<file path="config.mk">
export PLATFORM = sky130hd
export DESIGN_NAME = div_ctrl
export DESIGN_NICKNAME = d
export VERILOG_FILES = /design/src/rtl/div_ctrl_pkg.sv /design/src/rtl/div_ctrl.sv
export SDC_FILE = /design/constraint.sdc
export NUM_CORES = 1
export LEC_CHECK = 0
export ABC_AREA = 0
export BUFFER_PORTS_ARGS = -buffer_cell sky130_fd_sc_hd__buf_2
export CORE_AREA = 4 4 115 117
export DETAILED_ROUTE_END_ITERATION = 12
export DIE_AREA = 0 0 119 121
export GPL_TIMING_DRIVEN = 0
export PLACE_DENSITY = 0.76
export SETUP_SLACK_MARGIN = 0.1
export SLEW_MARGIN = 20
export SYNTH_ARGS = -nofsm -noshare
export SYNTH_HDL_FRONTEND = slang
export SYNTH_SLANG_ARGS = --single-unit
</file>
<file path="constraint.sdc">
create_clock -name clk -period 3.8 [get_ports clk]
set_input_delay 0.76 -clock clk [delete_from_list [all_inputs] [get_ports clk]]
set_output_delay 0.76 -clock clk [all_outputs]
set_load 0.05 [all_outputs]
</file>
<file path="src/rtl/div_ctrl_pkg.sv">
// Shared encodings for the divider sequencer: op codes and FSM states.
package div_ctrl_pkg;

   // op[1] selects the core (0 = signed), op[0] selects remainder over quotient
   localparam logic [1:0] DIVOP_DIV_W  = 2'b00;
   localparam logic [1:0] DIVOP_MOD_W  = 2'b01;
   localparam logic [1:0] DIVOP_DIV_WU = 2'b10;
   localparam logic [1:0] DIVOP_MOD_WU = 2'b11;

   typedef enum logic [2:0] {
      ST_IDLE  = 3'd0,
      ST_ISSUE = 3'd1,
      ST_WAIT  = 3'd2,
      ST_DONE  = 3'd3,
      ST_DRAIN = 3'd4
   } div_state_t;

endpackage

</file>
<file path="src/rtl/div_ctrl.sv">
// Sequencer for the signed/unsigned divider cores feeding the EX stage.
// Latches one request, issues both AXI-stream operand channels to the
// selected core, waits for its output and holds the selected word until EX
// consumes it. Flushed operations are drained from the core before the
// block accepts new work.
module div_ctrl
   import div_ctrl_pkg::*;
#(
   parameter int DATA_W = 32
) (
   input  logic                clk,
   input  logic                reset,
   input  logic                start,
   input  logic [1:0]          op,
   input  logic [DATA_W-1:0]   src1,
   input  logic [DATA_W-1:0]   src2,
   input  logic                flush,
   input  logic                accept,
   output logic                busy,
   output logic                done,
   output logic [DATA_W-1:0]   result,
   output logic                s_dvd_tvalid,
   output logic                s_dvs_tvalid,
   input  logic                s_dvd_tready,
   input  logic                s_dvs_tready,
   output logic                u_dvd_tvalid,
   output logic                u_dvs_tvalid,
   input  logic                u_dvd_tready,
   input  logic                u_dvs_tready,
   output logic [DATA_W-1:0]   dvd_tdata,
   output logic [DATA_W-1:0]   dvs_tdata,
   input  logic [2*DATA_W-1:0] s_dout_tdata,
   input  logic [2*DATA_W-1:0] u_dout_tdata,
   input  logic                s_dout_tvalid,
   input  logic                u_dout_tvalid
);

   div_state_t          r_state, w_next;
   logic [1:0]          r_op;
   logic [DATA_W-1:0]   r_dvd, r_dvs, r_result;
   logic                r_dvd_done, r_dvs_done, r_flushed;

   logic                w_sel_u, w_issue;
   logic                w_dvd_v, w_dvs_v, w_dvd_hs, w_dvs_hs;
   logic                w_dout_v, w_load, w_capture;
   logic [2*DATA_W-1:0] w_dout;
   logic [DATA_W-1:0]   w_res_sel;

   // Channel valids come straight from registered state, so they never
   // depend combinationally on the core's readies.
   assign w_sel_u  = r_op[1];
   assign w_issue  = (r_state == ST_ISSUE);
   assign w_dvd_v  = w_issue & ~r_dvd_done;
   assign w_dvs_v  = w_issue & ~r_dvs_done;
   assign w_dvd_hs = w_dvd_v & (w_sel_u ? u_dvd_tready : s_dvd_tready);
   assign w_dvs_hs = w_dvs_v & (w_sel_u ? u_dvs_tready : s_dvs_tready);

   assign w_dout_v  = w_sel_u ? u_dout_tvalid : s_dout_tvalid;
   assign w_dout    = w_sel_u ? u_dout_tdata  : s_dout_tdata;
   assign w_res_sel = r_op[0] ? w_dout[DATA_W-1:0] : w_dout[2*DATA_W-1:DATA_W];

   assign s_dvd_tvalid = w_dvd_v & ~w_sel_u;
   assign s_dvs_tvalid = w_dvs_v & ~w_sel_u;
   assign u_dvd_tvalid = w_dvd_v &  w_sel_u;
   assign u_dvs_tvalid = w_dvs_v &  w_sel_u;
   assign dvd_tdata    = r_dvd;
   assign dvs_tdata    = r_dvs;
   assign result       = r_result;
   assign busy         = (r_state != ST_IDLE);
   assign done         = (r_state == ST_DONE);

   // Next-state logic plus operand-load and result-capture strobes
   always_comb begin
      w_next    = r_state;
      w_load    = 1'b0;
      w_capture = 1'b0;
      case (r_state)
         ST_IDLE: begin
            if (start & ~flush) begin
               w_next = ST_ISSUE;
               w_load = 1'b1;
            end
         end
         ST_ISSUE: begin
            // operand channels cannot be withdrawn; a flush only redirects
            // the exit to DRAIN once both handshakes are complete
            if ((r_dvd_done | w_dvd_hs) & (r_dvs_done | w_dvs_hs))
               w_next = (r_flushed | flush) ? ST_DRAIN : ST_WAIT;
         end
         ST_WAIT: begin
            // a flush coinciding with the core output has nothing left to
            // drain, so that output is dropped here and we go straight idle
            if (w_dout_v) begin
               w_next    = flush ? ST_IDLE : ST_DONE;
               w_capture = ~flush;
            end else if (flush) begin
               w_next = ST_DRAIN;
            end
         end
         ST_DONE: begin
            if (flush) begin
               w_next = ST_IDLE;
            end else if (accept) begin
               w_next = start ? ST_ISSUE : ST_IDLE;
               w_load = start;
            end
         end
         ST_DRAIN: begin
            if (w_dout_v) w_next = ST_IDLE;
         end
         default: w_next = ST_IDLE;
      endcase
   end

   // State register
   always_ff @(posedge clk or posedge reset) begin
      if (reset) r_state <= ST_IDLE;
      else       r_state <= w_next;
   end

   // Request latch: op and both operands held for the whole operation
   always_ff @(posedge clk or posedge reset) begin
      if (reset) begin
         r_op  <= 2'b00;
         r_dvd <= '0;
         r_dvs <= '0;
      end else if (w_load) begin
         r_op  <= op;
         r_dvd <= src1;
         r_dvs <= src2;
      end
   end

   // Per-channel handshake flags and the sticky flush-during-issue flag
   always_ff @(posedge clk or posedge reset) begin
      if (reset) begin
         r_dvd_done <= 1'b0;
         r_dvs_done <= 1'b0;
         r_flushed  <= 1'b0;
      end else if (w_load) begin
         r_dvd_done <= 1'b0;
         r_dvs_done <= 1'b0;
         r_flushed  <= 1'b0;
      end else begin
         if (w_dvd_hs)         r_dvd_done <= 1'b1;
         if (w_dvs_hs)         r_dvs_done <= 1'b1;
         if (w_issue & flush)  r_flushed  <= 1'b1;
      end
   end

   // Result register, written only on a live capture and held through DONE
   always_ff @(posedge clk or posedge reset) begin
      if (reset)          r_result <= '0;
      else if (w_capture) r_result <= w_res_sel;
   end

endmodule

</file>
Yosys cells after proc, flatten, opt, wreduce, memory -nomap -nowiden
Cells that the tools add are included.
Storage, ports and cells
  output and inout port bits: 102
  flip-flop bits (word level): 104
  bits of input ports: 205
  word-level logic and storage cells: 69
Cells by class
  reductions and logical operators: 6
  eq/ne operators: 9
  multiplexer cells: 28
  bitwise operators: 18
Operators by type and width (count)
  $mux 64: 1
  $mux 32: 1
  $mux 3: 8
  $mux 1: 15
  $pmux 3 s5: 1
  $and 1x1->1: 11
  $eq 3x2->1 const B: 2
  $ne 3x3->1 const B: 2
  $reduce_bool 2->1: 3
  $reduce_and 5->1: 1
  $ne 2x2->1 const B: 2
  $not 1->1: 4
  $eq 3x1->1 const B: 1
  $eq 3x3->1 const B: 1
  $logic_not 3->1: 1
  $or 1x1->1: 3
  $reduce_bool 3->1: 1
  $mux 2: 1
  $ne 2x1->1 const B: 1
  $pmux 1 s2: 1

Longest topological paths before layout
  word-level depth: 7
  mapped depth: 8
  gate-level depth less buffers: 5

Least setup slack after synthesis
OpenSTA, ideal clock, no wires.
  path kind: register -> output
  start: register r_state[2]
  end: output port u_dvd_tvalid
  arrival time: 2.114 ns
  buffers on the path: 2
  stages on the path, launching flop included: 5
  required time: 3.040 ns
  slack: 0.926 ns
  cells stage by stage: dfrtp_1 buf_6 or3b_1 buf_2 nor3b_1
On the way
  cells in the longest elaborated chain, start to end: 3
RTL lines
  start, declared: line div_ctrl.sv:38  | div_state_t r_state, w_next;
  start signal, assigned: line div_ctrl.sv:118  | else r_state <= w_next;
  $eq 3x1->1: line div_ctrl.sv:52  | assign w_issue = (r_state == ST_ISSUE);
  $and 1x1->1: line div_ctrl.sv:53  | assign w_dvd_v = w_issue & ~r_dvd_done;
  $and 1x1->1: line div_ctrl.sv:64  | assign u_dvd_tvalid = w_dvd_v & w_sel_u;
  end, declared: line div_ctrl.sv:26  | output logic u_dvd_tvalid,
Every way passes these cells.

Worst setup path in the final report
  start: register r_op[1]
  end: output port u_dvs_tvalid
On the way
  cells in the longest elaborated chain, start to end: 1
RTL lines
  start, declared: line div_ctrl.sv:39  | logic [1:0] r_op;
  start signal, assigned: line div_ctrl.sv:128  | r_op <= op;
  $and 1x1->1: line div_ctrl.sv:65  | assign u_dvs_tvalid = w_dvs_v & w_sel_u;
  end, declared: line div_ctrl.sv:27  | output logic u_dvs_tvalid,
Every way passes these cells.

==> flow_summary_export.csv <==
group,metric,value,unit
outcome,status,"finished clean",
floorplan,io_pins,307,
sta,setup_viol,0,
finish,nNetsFinal,828,
pwr,power.leakage,3.56,nW
worst_setup_path,crit_path_max_fanout,10,
worst_setup_path,end_kind,"primary output",
synthesis,ys_async_sr_fraction,1.00,
sta,period_share,0.713,
pwr,power.total,0.00685,W
global_route,track_usage,0.210,
worst_setup_path,worstSetupPathType,"flip-flop to primary output",
global_route,antenna_found_initial,3,
clock_tree,hold_buffers,0,
sta,slew_violations,0,
clock_tree,cts_buffers,9,
sta,grt_setup_unrepaired,"false",
flow_run,max_cap_viol_count,0,
routing,route.detailed.wl_per_inst,18.8,um
routing,ant_nets,0,
place,numPortBuffers,306,
synthesis,synth_area,0.00490,mm2
finish,finalNonFillerCells,801,
sta,relSlewSlack,0.586,
clock_tree,h-tree-depth,3,
synthesis,yosys_most_used_dff,"dfrtp_1",
place,routabilityCongestion,0.913,
synthesis,ys_seq_area_frac,0.531,
synthesis,yosys.area.top_type,"dfrtp_1",
worst_setup_path,critPathRequiredTime,3040,ps
synthesis,syn_nets,510,
routing,drc_errors,0,
finish,drive_gt1_frac,0.756,
synthesis,postSynthAreaPerCell,16.1,um2
routing,firstDrtPassIters,4,
synthesis,synthCells,305,
clock_tree,insertion_delay,350,ps
routing,vias,4010,
pwr,ir_worst_vdd,0.596,mV
sta,skew,10.0,ps
min_path,hold_class,"input pin to asynchronous set/reset pin",
global_route,overflow,0,
routing,drt_iter0_drc,186,
global_route,grt_pass1_vias,4301,
sta,clock.fmax,369,MHz
floorplan,die_w,119,um
finish,area_growth,43.5,%
routing,routed_wl,15100,um
synthesis,yosys.area.top_type_share,0.531,
floorplan,dieArea,0.0144,mm2
floorplan,die_y,121,um
synthesis,synth-edff-count,0,
worst_setup_path,reg2reg_depth,6,
finish,finalCoreUtilization,0.569,
floorplan,coreArea,0.0124,mm2
synthesis,ys_types,31,
place,placed_cells,784,
place,place_ws,1310,ps
clock_tree,clock_sinks,104,
pwr,powerDensity,973,mW/mm2
floorplan,num_rows,41,
clock_tree,cts_root_buf,"clkbuf_16",
global_route,grt_pass1_wl,23300,um
finish,layout_common_cells,"314 x buf_2, 104 x dfrtp_1, 94 x mux2_2",
synthesis,yosysWarnings,0,
clock_tree,cts_tree,"yes",
floorplan,start_util,0.396,
sta,worst_pin_slew,621,ps
clock_tree,clk_pin_slew,70,ps
worst_setup_path,crit_path_start_kind,"flip-flop",
synthesis,ys_seq_elements,104,
sta,fin_ws,1090,ps
sta,hold_violations,0,
sta,min_period,2710,ps
synthesis,synthTopCellsByArea,"dfrtp_1 53%, mux2_2 22%, mux4_2 15%",
finish,final_common_cell,"buf_2",
global_route,grt_max_degree,55,
clock_tree,cts_setup_buffers,0,
routing,via_per_inst,5.01,
sta,final.setup.tns,0,ps
place,hpwl,12400,um
clock_tree,cts_resized,0,
worst_setup_path,cp.arrival,1950,ps
clock_tree,ctsLongestPathBuffers,2,
[state kept, by name (all words and copies together), names as in the netlist]
name        cells
dvd_tdata      32
dvs_tdata      32
r_dvd_done      1
r_dvs_done      1
r_flushed       1
r_op            2
r_state         3
result         32
[power by group]
part | switching (W) | leakage, nW | internal (W)
Clock | 0.000415 | 0.173 | 0.000666
Combinational | 0.00261 | 2.10 | 0.00129
Sequential | 0.000251 | 1.29 | 0.00161
Total | 0.00328 | 3.56 | 0.00357
[per-stage QoR]
step / instance area [um2] / hold WS [ps]
2_1_floorplan: 4900 / 479
3_3_place_gp: 6650 / 463
3_5_place_dp: 6680 / 475
4_1_cts: 7030 / 455
5_1_grt: 7030 / 470
6_report: 7030 / 444
[layer usage]
layer | part of all wire | vias to the layer above | GRT usage
met5 | 0.00046 | - | 0
met4 | 0.027 | 2 | 0.0891
met3 | 0.075 | 26 | 0.0578
met2 | 0.54 | 191 | 0.375
met1 | 0.36 | 2012 | 0.237
li1 | - | 1779 | -
[cells by family (layout without fill, tap and decap cells)]
group                  after synthesis  after routing  share of synthesized area
AO/OA/AOI/OAI                       14             14                     0.0225
AND/OR/NAND/NOR                     27             27                     0.0304
flip-flops                         104            104                      0.531
buffers and inverters               25            348                     0.0319
other                                0              1                          0
multiplexers                       135            135                      0.384
[cells in the mapped netlist (2+ instances only)]
| library cell | instances |
|---|---|
| clkbuf_1 | 4 |
| mux2_1 | 7 |
| nor2b_1 | 4 |
| buf_4 | 8 |
| nand2b_1 | 2 |
| mux2_2 | 94 |
| o21ai_0 | 2 |
| nor3_1 | 3 |
| buf_2 | 8 |
| mux4_2 | 32 |
| nand2_1 | 2 |
| buf_6 | 3 |
| nor2_1 | 9 |
| dfrtp_1 | 104 |
| a21oi_1 | 6 |
| nor3b_1 | 2 |
[worst paths after layout]
kind / from / to / slack, ps
setup / recovery: r_op[1] / u_dvs_tvalid / 1090
setup reg to reg: r_state[1] / dvd_tdata[30] / 1680
hold reg to reg: dvd_tdata[29] / dvd_tdata[29] / 480
max in group asynchronous: reset / dvd_tdata[27] / 2730
min in group clk: dvd_tdata[29] / dvd_tdata[29] / 480
hold / removal: reset / dvd_tdata[1] / 440
[cell type report]
type	count	area (um2)
flip-flops and latches	104	2600
fillers	1042	5330
plain buffers	24	153
diodes	1	2.50
inverters	1	8.76
multi-input cells	176	2140
well taps	172	215
clock inverters	6	113
repair buffers	307	1560
clock buffers	10	239
[critical path, cell delays in order, from the launching register on]
cell and delay (ps):
dfrtp_1 350, buf_2 160, buf_4 230, buf_2 340, nor3b_1 220, buf_2 290
No activity file was read; power rests on OpenSTA's default activity.
